File: config.mk
export PLATFORM = sky130hd
export DESIGN_NAME = prio_enc_led_flat
export DESIGN_NICKNAME = d
export VERILOG_FILES = /design/src/rtl/prio_enc_led_if.sv /design/src/rtl/prio_enc_led.sv /design/src/flat_wrapper.sv
export SDC_FILE = /design/constraint.sdc
export NUM_CORES = 1
export LEC_CHECK = 0
export ABC_AREA = 1
export CORE_UTILIZATION = 56
export DETAILED_ROUTE_END_ITERATION = 10
export PLACE_DENSITY = 0.88
export SLEW_MARGIN = 25
export SYNTH_ARGS = -nofsm -noshare
export SYNTH_HDL_FRONTEND = slang
export SYNTH_SLANG_ARGS = --single-unit
File: constraint.sdc
create_clock -name clk -period 2.5 [get_ports clk]
set_input_delay 0.25 -clock clk [delete_from_list [all_inputs] [get_ports clk]]
set_output_delay 0.25 -clock clk [all_outputs]
set_load 0.05 [all_outputs]
File: src/rtl/prio_enc_led_if.sv
`default_nettype none
// ============================================================================
//  Module      : prio_enc_led_if
//  Description : Switch-bank / LED-bank signal bundle for prio_enc_led.
//                master = stimulus side (drives switches, hold, mode),
//                slave  = encoder side (drives code, flags and LED image).
//  Ports       : sw[N-1:0], hold, pri_hi  (master -> slave)
//                code[W-1:0], valid, multi, chg, ledr[15:0] (slave -> master)
//  Revision    : 1.0  initial release
// ============================================================================
interface prio_enc_led_if #(
    parameter int N = 8
);
    localparam int W = $clog2(N);

    logic [N-1:0]  sw;
    logic          hold;
    logic          pri_hi;
    logic [W-1:0]  code;
    logic          valid;
    logic          multi;
    logic          chg;
    logic [15:0]   ledr;

    modport master (
        output sw, hold, pri_hi,
        input  code, valid, multi, chg, ledr
    );

    modport slave (
        input  sw, hold, pri_hi,
        output code, valid, multi, chg, ledr
    );
endinterface
`default_nettype wire

File: src/rtl/prio_enc_led.sv
`default_nettype none
// ============================================================================
//  Module      : prio_enc_led
//  Description : Debounced, registered priority encoder for the board switch
//                bank. Switches are synchronised and debounced as a whole
//                vector, priority-encoded (highest or lowest index wins) and
//                registered together with valid / multi-active / change
//                flags. A hold button freezes the registered outputs.
//  Ports       : clk          system clock, rising edge
//                rst          asynchronous active-low reset
//                bus.sw       raw switches (async)
//                bus.hold     raw hold button (async, high = freeze)
//                bus.pri_hi   quasi-static priority direction (1 = highest)
//                bus.code     winning channel index
//                bus.valid    at least one debounced channel set
//                bus.multi    two or more debounced channels set
//                bus.chg      one-cycle pulse on any change of the outputs
//                bus.ledr     LED image {valid, multi, hold, 5'b0, code}
//  Revision    : 1.0  initial release
// ============================================================================
module prio_enc_led #(
    parameter int N         = 8,
    parameter int DB_CYCLES = 4
) (
    input  wire logic      clk,
    input  wire logic      rst,
    prio_enc_led_if.slave  bus
);
    localparam int W       = $clog2(N);
    localparam int c_CNT_W = $clog2(DB_CYCLES) + 1;
    localparam logic [c_CNT_W-1:0] c_CNT_LAST = c_CNT_W'(DB_CYCLES - 1);

    // synchronisers
    logic [N-1:0]        r_s1;
    logic [N-1:0]        r_s2;
    logic                r_h1;
    logic                r_h2;

    // debounce state
    logic [N-1:0]        r_cand;
    logic [N-1:0]        r_deb;
    logic [c_CNT_W-1:0]  r_cnt;

    // output register
    logic [W-1:0]        r_code;
    logic                r_valid;
    logic                r_multi;
    logic                r_chg;

    // encoder results
    logic [W-1:0]        w_code;
    logic                w_valid;
    logic                w_multi;
    logic [15:0]         w_ledr;

    // ------------------------------------------------------------------
    // Two-flop synchronisers for the switch vector and the hold button
    // ------------------------------------------------------------------
    always_ff @(posedge clk or negedge rst) begin
        if (!rst) begin
            r_s1 <= '0;
            r_s2 <= '0;
            r_h1 <= 1'b0;
            r_h2 <= 1'b0;
        end else begin
            r_s1 <= bus.sw;
            r_s2 <= r_s1;
            r_h1 <= bus.hold;
            r_h2 <= r_h1;
        end
    end

    // ------------------------------------------------------------------
    // Vector debounce: a candidate is accepted only after it has been seen
    // unchanged for DB_CYCLES further cycles. Any movement of the
    // synchronised vector replaces the candidate and restarts the count.
    // ------------------------------------------------------------------
    always_ff @(posedge clk or negedge rst) begin
        if (!rst) begin
            r_cand <= '0;
            r_deb  <= '0;
            r_cnt  <= '0;
        end else if (r_s2 != r_cand) begin
            r_cand <= r_s2;
            r_cnt  <= '0;
        end else if (r_cand != r_deb) begin
            if (r_cnt == c_CNT_LAST) begin
                r_deb <= r_cand;
                r_cnt <= '0;
            end else begin
                r_cnt <= r_cnt + 1'b1;
            end
        end else begin
            r_cnt <= '0;
        end
    end

    // ------------------------------------------------------------------
    // Priority encoder. The scan direction is chosen so that the last
    // match in loop order is the winner for the selected mode.
    // ------------------------------------------------------------------
    always_comb begin
        w_code = '0;
        if (bus.pri_hi) begin
            for (int i = 0; i < N; i++) begin
                if (r_deb[i]) begin
                    w_code = W'(i);
                end
            end
        end else begin
            for (int i = N - 1; i >= 0; i--) begin
                if (r_deb[i]) begin
                    w_code = W'(i);
                end
            end
        end
    end

    assign w_valid = |r_deb;
    // clearing the lowest set bit leaves something only if two or more were set
    assign w_multi = |(r_deb & (r_deb - N'(1)));

    // ------------------------------------------------------------------
    // Output register with freeze. chg is forced low while frozen, so a
    // change that happened during hold is reported on release instead.
    // ------------------------------------------------------------------
    always_ff @(posedge clk or negedge rst) begin
        if (!rst) begin
            r_code  <= '0;
            r_valid <= 1'b0;
            r_multi <= 1'b0;
            r_chg   <= 1'b0;
        end else if (!r_h2) begin
            r_code  <= w_code;
            r_valid <= w_valid;
            r_multi <= w_multi;
            r_chg   <= ({w_code, w_valid, w_multi} != {r_code, r_valid, r_multi});
        end else begin
            r_chg   <= 1'b0;
        end
    end

    // ------------------------------------------------------------------
    // LED image
    // ------------------------------------------------------------------
    always_comb begin
        w_ledr          = '0;
        w_ledr[15]      = r_valid;
        w_ledr[14]      = r_multi;
        w_ledr[13]      = r_h2;
        w_ledr[W-1:0]   = r_code;
    end

    assign bus.code  = r_code;
    assign bus.valid = r_valid;
    assign bus.multi = r_multi;
    assign bus.chg   = r_chg;
    assign bus.ledr  = w_ledr;

endmodule
`default_nettype wire

File: src/flat_wrapper.sv
// flat-port wrapper written by rule: the top's interface ports become plain ports
module prio_enc_led_flat 
#(
    parameter int N         = 8,
    parameter int DB_CYCLES = 4
)
  (clk, rst, bus_sw, bus_hold, bus_pri_hi, bus_code, bus_valid, bus_multi, bus_chg, bus_ledr);
  prio_enc_led_if #(.N(N)) bus_i ();
  input  wire logic clk;
  input  wire logic rst;
  input wire logic [$bits(bus_i.sw)-1:0] bus_sw;
  input wire logic [$bits(bus_i.hold)-1:0] bus_hold;
  input wire logic [$bits(bus_i.pri_hi)-1:0] bus_pri_hi;
  output wire logic [$bits(bus_i.code)-1:0] bus_code;
  output wire logic [$bits(bus_i.valid)-1:0] bus_valid;
  output wire logic [$bits(bus_i.multi)-1:0] bus_multi;
  output wire logic [$bits(bus_i.chg)-1:0] bus_chg;
  output wire logic [$bits(bus_i.ledr)-1:0] bus_ledr;
  assign bus_i.sw = bus_sw;
  assign bus_i.hold = bus_hold;
  assign bus_i.pri_hi = bus_pri_hi;
  assign bus_code = bus_i.code;
  assign bus_valid = bus_i.valid;
  assign bus_multi = bus_i.multi;
  assign bus_chg = bus_i.chg;
  assign bus_ledr = bus_i.ledr;
  prio_enc_led #(.N(N), .DB_CYCLES(DB_CYCLES)) u_core (.clk(clk), .rst(rst), .bus(bus_i));
endmodule
---- Word-level counts from Yosys, hierarchy flattened ----
Cells that the tools add are included.
W data, S select, Z words.
operators by class
  mux-type cells .......................... 20
  reduce and logical (&&, ||, !) cells .... 3
  equal/unequal tests ..................... 4
  add/subtract/negate cells ............... 2
  bitwise gates (word level) .............. 2
operator list
  operator               count
  $mux W3                16
  $ne A8 B8 Y1           2
  $reduce_or A8 Y1       2
  $and A8 B8 Y8          1
  $sub A8 B1 Y8 const B  1
  $ne A5 B5 Y1           1
  $mux W2                2
  $add A3 B1 Y3 const B  1
  $eq A3 B2 Y1 const B   1
  $reduce_and A3 Y1      1
  $mux W1                2
  $not A1 Y1             1
word-level totals
  logic and storage cells ................. 42
  register bits after elaboration ......... 43

---- Logic depth before layout (Yosys ltp) ----
Gate-level depths: netlist of run 1.
  depth in word-level cells ............... 11
  gate-level depth with buffers ........... 12

---- Worst setup path after synthesis of run 1 ----
No wires, ideal clock.
  path kind ............................... register to register
  from .................................... register u_core.r_cand[3]
  to ...................................... register u_core.r_deb[6]
  buffers on the path ..................... 1
  library setup time ...................... 0.118 ns
  cell stages (with the launch flop) ...... 9
  arrival time ............................ 1.257 ns
  path slack .............................. 1.125 ns
  path through ............................ dfrtp_1 > inv_2 > or2_1 > nand4_2 > nor3_4 > nand3_4 > buf_6 > nand2_1 > o21ai_2
between the ends
  longest elaborated chain between the ends .. 3
  elaborated cells between the ends (all ways) .. 4
  those cells by class .................... eq/ne: 2; bitwise: 1; reduce/logical: 1
RTL lines
  element                                 RTL line            text
  start, declared                         prio_enc_led.sv:40  logic [N-1:0] r_cand;
  start signal, assigned                  prio_enc_led.sv:84  r_cand <= r_s2;
  $ne A8 B8 Y1                            prio_enc_led.sv:83  end else if (r_s2 != r_cand) begin
  $not A1 Y1 (no source line)             n/a
  $reduce_and A3 Y1 (no source line) (*)  n/a
  end signal, assigned                    prio_enc_led.sv:88  r_deb <= r_cand;
  end, declared                           prio_enc_led.sv:41  logic [N-1:0] r_deb;
Every way passes the cells marked *; elsewhere a longest branch is shown, timed or not.
A chain may end at the register's enable or synchronous reset.

---- Worst setup path in the final report of run 1 ----
  from .................................... register u_core.r_h2
  to ...................................... output bus_ledr[13]
RTL lines
  element                 RTL line            text
  start, declared         prio_enc_led.sv:37  logic r_h2;
  start signal, assigned  prio_enc_led.sv:69  r_h2 <= r_h1;
  end, declared           flat_wrapper.sv:18  output wire logic [$bits(bus_i.ledr)-1:0] bus_ledr;
No word-level cell between the ends.

==> flow_summary.ini, run 1 <==
[timing]
hold_ws_ps = 314
rsz0062_at_grt = no
hold_viol = 0
setup_tns_ps = 0
worst_pin_slew_ps = 513
slew_violations = 0
fin_crit_sh_pct = 80.8
min_period_ps = 2020
slew_headroom_pct = 65.8
finalClockSkew_ps = 2.35
setup_viol = 0
max_clock_freq_mhz = 495

[die]
rows = 21
initial_core_util_pct = 58.8
die_y_um = 61.4
die_area_mm2 = 0.00377
die_w_um = 61.4
coreArea_mm2 = 0.00336
io_pins = 34

[clock_tree]
cts-buffers-inserted = 5
htreeDepth = 2
cts.sinks = 43
cts_hold_buf = 0
cts_tree = built
clk_pin_slew_ps = 130
ctsResizeCount = 0
cts_max_path_buffers = 2
insertion_delay_ps = 350
clock_tree.root_cell = clkbuf_4
cts_setup_buffers = 0

[final_layout]
final_util_pct = 65.6
area_delta_synth_final_pct = 11.5
layout_common_cells = nand2_1 (51), dfrtp_1 (43), clkdlybuf4s50_1 (22), nor2_1 (17), inv_1 (13)
drive_above_1_share_pct = 12.4
layout_commonest_cell = nand2_1
instances_no_fill = 272
nNetsFinal = 238
final_cell_area_mm2 = 0.00221
antenna-diode-count = 0

[worst_setup_path]
r2r_start = u_core.r_cand[5]
crit_required_ps = 2250
cp-end-kind = output pin
cp_max_fo = 12
crit_chain = clkdlybuf4s50_1
arrival_ps = 1770
critical-path-max-stage-delay_ps = 860
crit_end = bus_ledr[13]
critPathLaunch = u_core.r_h2
path_depth = 1
reg2reg_to = u_core.r_deb[7]
critical_path_buf_inv_count = 1
rr_worst_depth = 6
cp_top_family = buffers and inverters
start_kind = flip-flop
reg2reg_slack_ps = 930
worst_path_max_delay_cell = clkdlybuf4s50_1
critPathKind = flip-flop to output pin

[yosys]
seq_area_frac_synth_pct = 54.4
syn-mean-instance-area_um2 = 9.38
synthTopCellsByArea = dfrtp_1 (54%), nand2_1 (9.7%), buf_4 (6.1%), xnor2_1 (4.0%), nor2_1 (3.2%)
yosys.area.top_type = dfrtp_1
ys_ff_latch = 43
synthesis.area_mm2 = 0.00198
syn_inst = 211
yosysWarnings = 0
yosysUniqueCellTypes = 29
synth_top_area_share_pct = 54.4

[placement]
dp_hpwl_um = 2200
placed_cells = 263
postPlaceCellArea_mm2 = 0.00213
io_buffers = 23
gp_congestion = 0.828

[detailed_routing]
ant_nets = 0
avgRoutedWirePerCell_um = 10.7
vias = 1299
drc_errors = 0
totalWireLength_um = 2910
drtIter0Drc = 53
vias_per_cell = 4.78
drtPass1Iterations = 4

[global_route]
grt-ovfl-total = 0
grt_pass1_wl_um = 4860
antenna_found_initial = 0
grt_pass1_vias = 1157
grt_max_degree = 44
gr-usage-all-layers_pct = 18.1

[pwr]
swShare_pct = 28.7
power.share.sequential_pct = 59.7
power.leakage_nw = 1.05
p_int_uw = 883
pwr-share-clk_pct = 29.2
p_switching_uw = 356
power.density_mw_per_mm2 = 562
peakVddDrop_uv = 495
power_frac_comb_pct = 11.1

[flow_run]
drv_cap = 0

[hold_path]
hold_path_class = input port to flip-flop

[run_status]
status = completed
[per-layer routing]
layer / wire (um) / GRT usage (%)
met1: 1190 / 20.1
met2: 1520 / 32.3
met3: 153 / 5.88
met4: 40 / 7.30
met5: 0 / 0
[Yosys cell counts, drive strengths merged]
cell,n
o21ai,12
nand3,7
inv,17
nor3,4
xor2,4
xnor2,9
dfrtp,43
clkinv,1
conb,1
a21oi,9
nand3b,2
clkbuf,9
nand4,3
nor2,19
nand2,52
ha,1
or2,1
buf,17
[stage by stage]
| stage | total power, mW | setup WS (ps) |
|---|---|---|
| 6_report | 1.24 | 479 |
| 5_1_grt | 1.30 | 373 |
| 4_1_cts | 1.25 | 459 |
| 3_5_place_dp | 0.892 | 868 |
| 3_3_place_gp | 0.887 | 894 |
| 2_1_floorplan | 0.860 | 1130 |
[area by class of cell]
type	count	area, um2
clock buffers	5	37.5
flip-flops and latches	43	1080
fillers	300	1160
repair buffers	24	238
multi-input cells	133	703
inverters	18	67.6
clock inverters	3	26.3
well taps	46	57.6
[state kept, by name, summed over array words and instances, names as in the netlist]
| signal | count |
|---|---|
| u_core.bus.valid | 1 |
| u_core.r_cnt | 3 |
| u_core.bus.multi | 1 |
| u_core.bus.chg | 1 |
| u_core.r_s1 | 8 |
| u_core.r_s2 | 8 |
| u_core.bus.code | 3 |
| u_core.r_deb | 8 |
| u_core.r_h1 | 1 |
| u_core.r_h2 | 1 |
| u_core.r_cand | 8 |
[power by group through the flow]
stage	clock [mW]	combinational [mW]	sequential, mW
floorplan	0	0.0990	0.761
global placement	0	0.136	0.751
detailed placement	0	0.138	0.754
CTS	0.376	0.138	0.740
global route	0.405	0.150	0.744
finish	0.362	0.138	0.740
[how the worst min path moves through the flow]
stage / cells after the start / to / start
after floorplan: 0 / u_core.bus.chg / rst
after global placement: 0 / u_core.r_s2[4] / u_core.r_s1[4]
after detailed placement: 0 / u_core.r_s2[7] / u_core.r_s1[7]
after CTS: 1 / u_core.r_cand[2] / rst
after global routing: 1 / u_core.r_s1[7] / bus_sw[7]
final: 1 / u_core.r_s1[5] / bus_sw[5]
[cell families after synthesis]
| kind of cell | synth area share (%) |
|---|---|
| and+or+nand+nor | 20.4 |
| other | 0.190 |
| buffers and inverters | 11.8 |
| AOI/OAI and AO/OA | 6.83 |
| adders and majority gates | 0.632 |
| xor gates and xnor gates | 5.76 |
| DFF | 54.4 |
(Power assumes the default switching activity.)
==> run 2, diff against run 1 <==
--- a/config.mk
+++ b/config.mk
@@ -6,9 +6,9 @@
 export NUM_CORES = 1
 export LEC_CHECK = 0
 export ABC_AREA = 1
-export CORE_UTILIZATION = 56
+export CORE_UTILIZATION = 52
 export DETAILED_ROUTE_END_ITERATION = 10
-export PLACE_DENSITY = 0.88
+export PLACE_DENSITY = 0.83
 export SLEW_MARGIN = 25
 export SYNTH_ARGS = -nofsm -noshare
 export SYNTH_HDL_FRONTEND = slang
==> constraint.sdc (replaced) <==
create_clock -name clk -period 2 [get_ports clk]
set_input_delay 0.2 -clock clk [delete_from_list [all_inputs] [get_ports clk]]
set_output_delay 0.2 -clock clk [all_outputs]
set_load 0.05 [all_outputs]
==> run 2 against run 1 <==
Against the previous run:
- sequential power grew 25%
- clock power grew 57%
- combinational power grew 27%
- total power grew 34%
- routed wire length grew 0.21%
- critical path type unchanged
- critical endpoint unchanged
- largest cell class unchanged
- highest routed layer unchanged
==> flow_summary.ini, run 2 (synthesis results as in run 1) <==
[worst_setup_path]
cp_max_fo = 12
r2r_start = u_core.r_deb[6]
start_kind = flip-flop
rr_worst_depth = 7
critical-path-max-stage-delay_ps = 860
reg2reg_to = u_core.r_deb[4]
cp-end-kind = output pin
arrival_ps = 1680
critical_path_buf_inv_count = 1
cp_top_family = buffers and inverters
crit_required_ps = 1800
worst_path_max_delay_cell = clkdlybuf4s50_1
crit_chain = clkdlybuf4s50_1
reg2reg_slack_ps = 330
critPathKind = flip-flop to output pin

[detailed_routing]
drc_errors = 0
drtIter0Drc = 38
drtPass1Iterations = 4
vias = 1314
vias_per_cell = 4.76
ant_nets = 0
avgRoutedWirePerCell_um = 10.6
totalWireLength_um = 2910

[timing]
finalClockSkew_ps = 4.55
max_clock_freq_mhz = 531
min_period_ps = 1880
worst_pin_slew_ps = 517
slew_headroom_pct = 65.5
setup_tns_ps = 0
setup_ws_ps = 115
rsz0062_at_grt = no
hold_viol = 0
slew_violations = 0
fin_crit_sh_pct = 94.2
setup_viol = 0

[die]
die_w_um = 63.7
initial_core_util_pct = 54.0
die_y_um = 63.7
io_pins = 34
die_area_mm2 = 0.00405
coreArea_mm2 = 0.00366
rows = 22

[hold_path]
hold_path_class = input port to flip-flop
min_path_cells = 1
holdPathEnd = u_core.r_s1[7]
holdCritStartpoint = bus_sw[7]

[global_route]
grt_pass1_wl_um = 5160
antenna_found_initial = 0
grt_util_met2_pct = 30.5
gr-usage-all-layers_pct = 16.8
grt.met1_usage_pct = 17.7
grt-ovfl-total = 0
grt_pass1_vias = 1268
met3_usage_pct = 5.25
grt_max_degree = 25
gr-max-usage-layer = met2

[clock_tree]
cts-buffers-inserted = 5
insertion_delay_ps = 300
clock_tree.root_cell = clkbuf_8
clk_pin_slew_ps = 90
htreeDepth = 2
cts_max_path_buffers = 2
cts_tree = built
cts.sinks = 43

[final_layout]
nNetsFinal = 240
fill_cells = 328
area_delta_synth_final_pct = 13.9
final_cell_area_mm2 = 0.00225
layout_common_cells = nand2_1 (51), dfrtp_1 (43), clkdlybuf4s50_1 (22), nor2_1 (17), inv_1 (13)
layout_commonest_cell = nand2_1
antenna-diode-count = 0
drive_above_1_share_pct = 13.2

[pwr]
power_mw = 1.66
power.density_mw_per_mm2 = 739
peakVddDrop_uv = 695
power.leakage_nw = 1.08

[placement]
pre_cts_ws_ps = 389
dp_hpwl_um = 2250
gp_congestion = 0.770
io_buffers = 23
postPlaceCellArea_mm2 = 0.00215

[run_status]
status = completed

[flow_run]
drv_cap = 0
[run 2: repair_timing]
item | 4_1_cts | 5_1_grt
endpoints found under the hold margin | 22 | 0
hold buffers | 1 | 0
buffers inserted | 0 | 0
resized for setup | 0 | 0
[run 2: cell type report]
| cell class | count | area, um2 | share of cell area (%) |
|---|---|---|---|
| multi-input cells | 133 | 703 | 31.2 |
| clock inverters | 3 | 26.3 | 1.17 |
| repair buffers | 26 | 250 | 11.1 |
| flip-flops and latches | 43 | 1080 | 47.8 |
| inverters | 18 | 67.6 | 3.00 |
| well taps | 48 | 60.1 | 2.67 |
| clock buffers | 5 | 68.8 | 3.06 |
[run 2: per-stage QoR]
step / std cells / hold slack (ps) / utilization (%)
floorplan: 220 / -95.6 / -
global placement: 267 / 194 / 58.6
global route: 276 / 314 / 61.5
finish: 276 / 331 / 61.5
detailed placement: 267 / 211 / 58.6
CTS: 276 / 319 / 61.5
[run 2: where the power goes]
| group | internal, mW | total [mW] | switching, mW |
|---|---|---|---|
| Combinational | 0.0571 | 0.175 | 0.118 |
| Clock | 0.256 | 0.567 | 0.310 |
| Sequential | 0.900 | 0.924 | 0.0237 |
[run 2: how the worst max path moves through the flow]
stage / depth (start not counted) / start / to / slack (ps)
after floorplan: 8 / u_core.r_cand[3] / u_core.r_deb[6] / 630
after global routing: 1 / u_core.r_h2 / bus_ledr[13] / 50
after detailed placement: 7 / u_core.r_deb[6] / u_core.r_deb[4] / 390
after global placement: 1 / u_core.r_h2 / bus_ledr[13] / 440
after CTS: 1 / u_core.r_h2 / bus_ledr[13] / 90
final: 1 / u_core.r_h2 / bus_ledr[13] / 120
[run 2: routing by layer]
layer  vias to the layer above  wire (um)
li1                        660          -
met1                       615       1260
met2                        33       1470
met3                         6        111
met4                         0         63
met5                         -          0
==> run 3, diff against run 2 <==
==> constraint.sdc (replaced) <==
create_clock -name clk -period 2 [get_ports clk]
set_input_delay 0.2 -clock clk [delete_from_list [all_inputs] [get_ports clk]]
set_output_delay 0.2 -clock clk [all_outputs]
set_load 0.01 [all_outputs]
==> run 3 against run 2 <==
Against the previous run:
- design area increased by 0.17%
- non-clock buffer count unchanged
- clock-buffer cell count increased by 1
- clock skew increased by 1.7 ps
- critical path depth unchanged
- routed wire length increased by 4.8%
- critical path type unchanged
- sequential power about the same
- sequential share of layout area decreased by 0.079 points
- cell count unchanged
- flip-flop and latch count unchanged
- fmax increased by 16%
==> flow_summary.ini, run 3 (synthesis results as in run 1) <==
[run_status]
status = completed

[global_route]
grt_pass1_wl_um = 5440
grt_max_degree = 22
grt_pass1_vias = 1249
grt-ovfl-total = 0
antenna_found_initial = 0
gr-usage-all-layers_pct = 18.3

[timing]
slew_violations = 0
max_clock_freq_mhz = 614
hold_viol = 0
setup_viol = 0
setup_ws_ps = 371
hold_ws_ps = 333
rsz0062_at_grt = no
finalClockSkew_ps = 6.21
setup_tns_ps = 0
fin_crit_sh_pct = 81.5
min_period_ps = 1630

[worst_setup_path]
arrival_ps = 1430
critPathKind = flip-flop to output pin
crit_chain = clkdlybuf4s50_1
start_kind = flip-flop
worst_path_max_delay_cell = clkdlybuf4s50_1
critical-path-max-stage-delay_ps = 600
critical_path_buf_inv_count = 1
cp_max_fo = 12
crit_required_ps = 1800
cp-end-kind = output pin
cp_top_family = buffers and inverters

[clock_tree]
clock_tree.root_cell = clkbuf_8
cts_max_path_buffers = 2
ctsResizeCount = 0
clk_pin_slew_ps = 80
insertion_delay_ps = 300
cts_setup_buffers = 0
cts-buffers-inserted = 5
htreeDepth = 2
cts_tree = built
cts_hold_buf = 1
cts.sinks = 43

[final_layout]
layout_commonest_cell = nand2_1
layout_common_cells = nand2_1 (51), dfrtp_1 (43), clkdlybuf4s50_1 (22), nor2_1 (17), inv_1 (13)
fill_cells = 321
nNetsFinal = 240
antenna-diode-count = 0
drive_above_1_share_pct = 13.2
area_delta_synth_final_pct = 14.0
final_cell_area_mm2 = 0.00226

[die]
initial_core_util_pct = 54.0
die_w_um = 63.7
die_area_mm2 = 0.00405
rows = 22
die_y_um = 63.7
io_pins = 34
coreArea_mm2 = 0.00366

[placement]
pre_cts_ws_ps = 430
io_buffers = 23
postPlaceCellArea_mm2 = 0.00215
gp_congestion = 0.788
dp_hpwl_um = 2250

[pwr]
peakVddDrop_uv = 570
power.density_mw_per_mm2 = 720
power.leakage_nw = 1.07

[detailed_routing]
avgRoutedWirePerCell_um = 11.1
ant_nets = 0
totalWireLength_um = 3050
drtIter0Drc = 23
vias_per_cell = 4.80
drc_errors = 0
vias = 1326
drtPass1Iterations = 4

[hold_path]
hold_path_class = input port to flip-flop

[flow_run]
drv_cap = 0
## run 3: changes by cell type in the layout (fill, tap and decap cells not counted)
cell	previous run	this run
inv_6	2	0
clkbuf_8	5	6
clkinvlp_4	0	1
## run 3: path summary, 6_finish.rpt
path	slack [ps]	startpoint	end	cells past startpoint
max	370	u_core.r_h2	bus_ledr[13]	1
min	330	bus_sw[7]	u_core.r_s1[7]	1
max reg2reg	420	u_core.r_deb[2]	u_core.bus.chg	10
min reg2reg	350	u_core.r_s1[1]	u_core.r_s2[1]	0
max in group asynchronous	1090	rst	u_core.r_cand[4]	3
min in group asynchronous	380	rst	u_core.r_deb[1]	2
## run 3: stage by stage
stage	total power, mW	cells	util (%)
final	1.62	276	61.6
after global routing	1.71	276	61.6
after CTS	1.64	276	61.6
after detailed placement	1.06	267	58.6
after global placement	1.05	267	58.6
after floorplan	1.01	220	-
## run 3: layout make-up
cell class                      instances  area (um2)  share of cell area [%]
Sequential cell                        43        1080                    47.7
Inverter                               18        67.6                    3.00
Clock buffer                            6        82.6                    3.66
Multi-Input combinational cell        133         703                    31.2
Clock inverter                          2        16.3                   0.721
Tap cell                               48        60.1                    2.66
Timing Repair Buffer                   26         250                    11.1
## run 3: worst reg2reg max path, cell delays in order, from the launching register on
cell     delay [ps]
dfrtp_1         450
nor2_1          230
nand2_1         140
nand2_1          80
nand2_1          60
nor2_1          140
nand2_1          90
nand2_1          70
nand2_1          40
nor2_1           90
a21oi_1          70
## run 3: power by group
part	internal [mW]	switching [mW]
sequential	0.900	0.0233
clock	0.282	0.303
combinational	0.0572	0.0587
total	1.24	0.385
## run 3: metal layers
layer	global-route usage, %	vias up	wire [um]
met5	0	-	0
met4	9.66	0	48
met3	5.80	7	138
met2	30.7	40	1600
met1	20.5	621	1260
li1	-	658	-
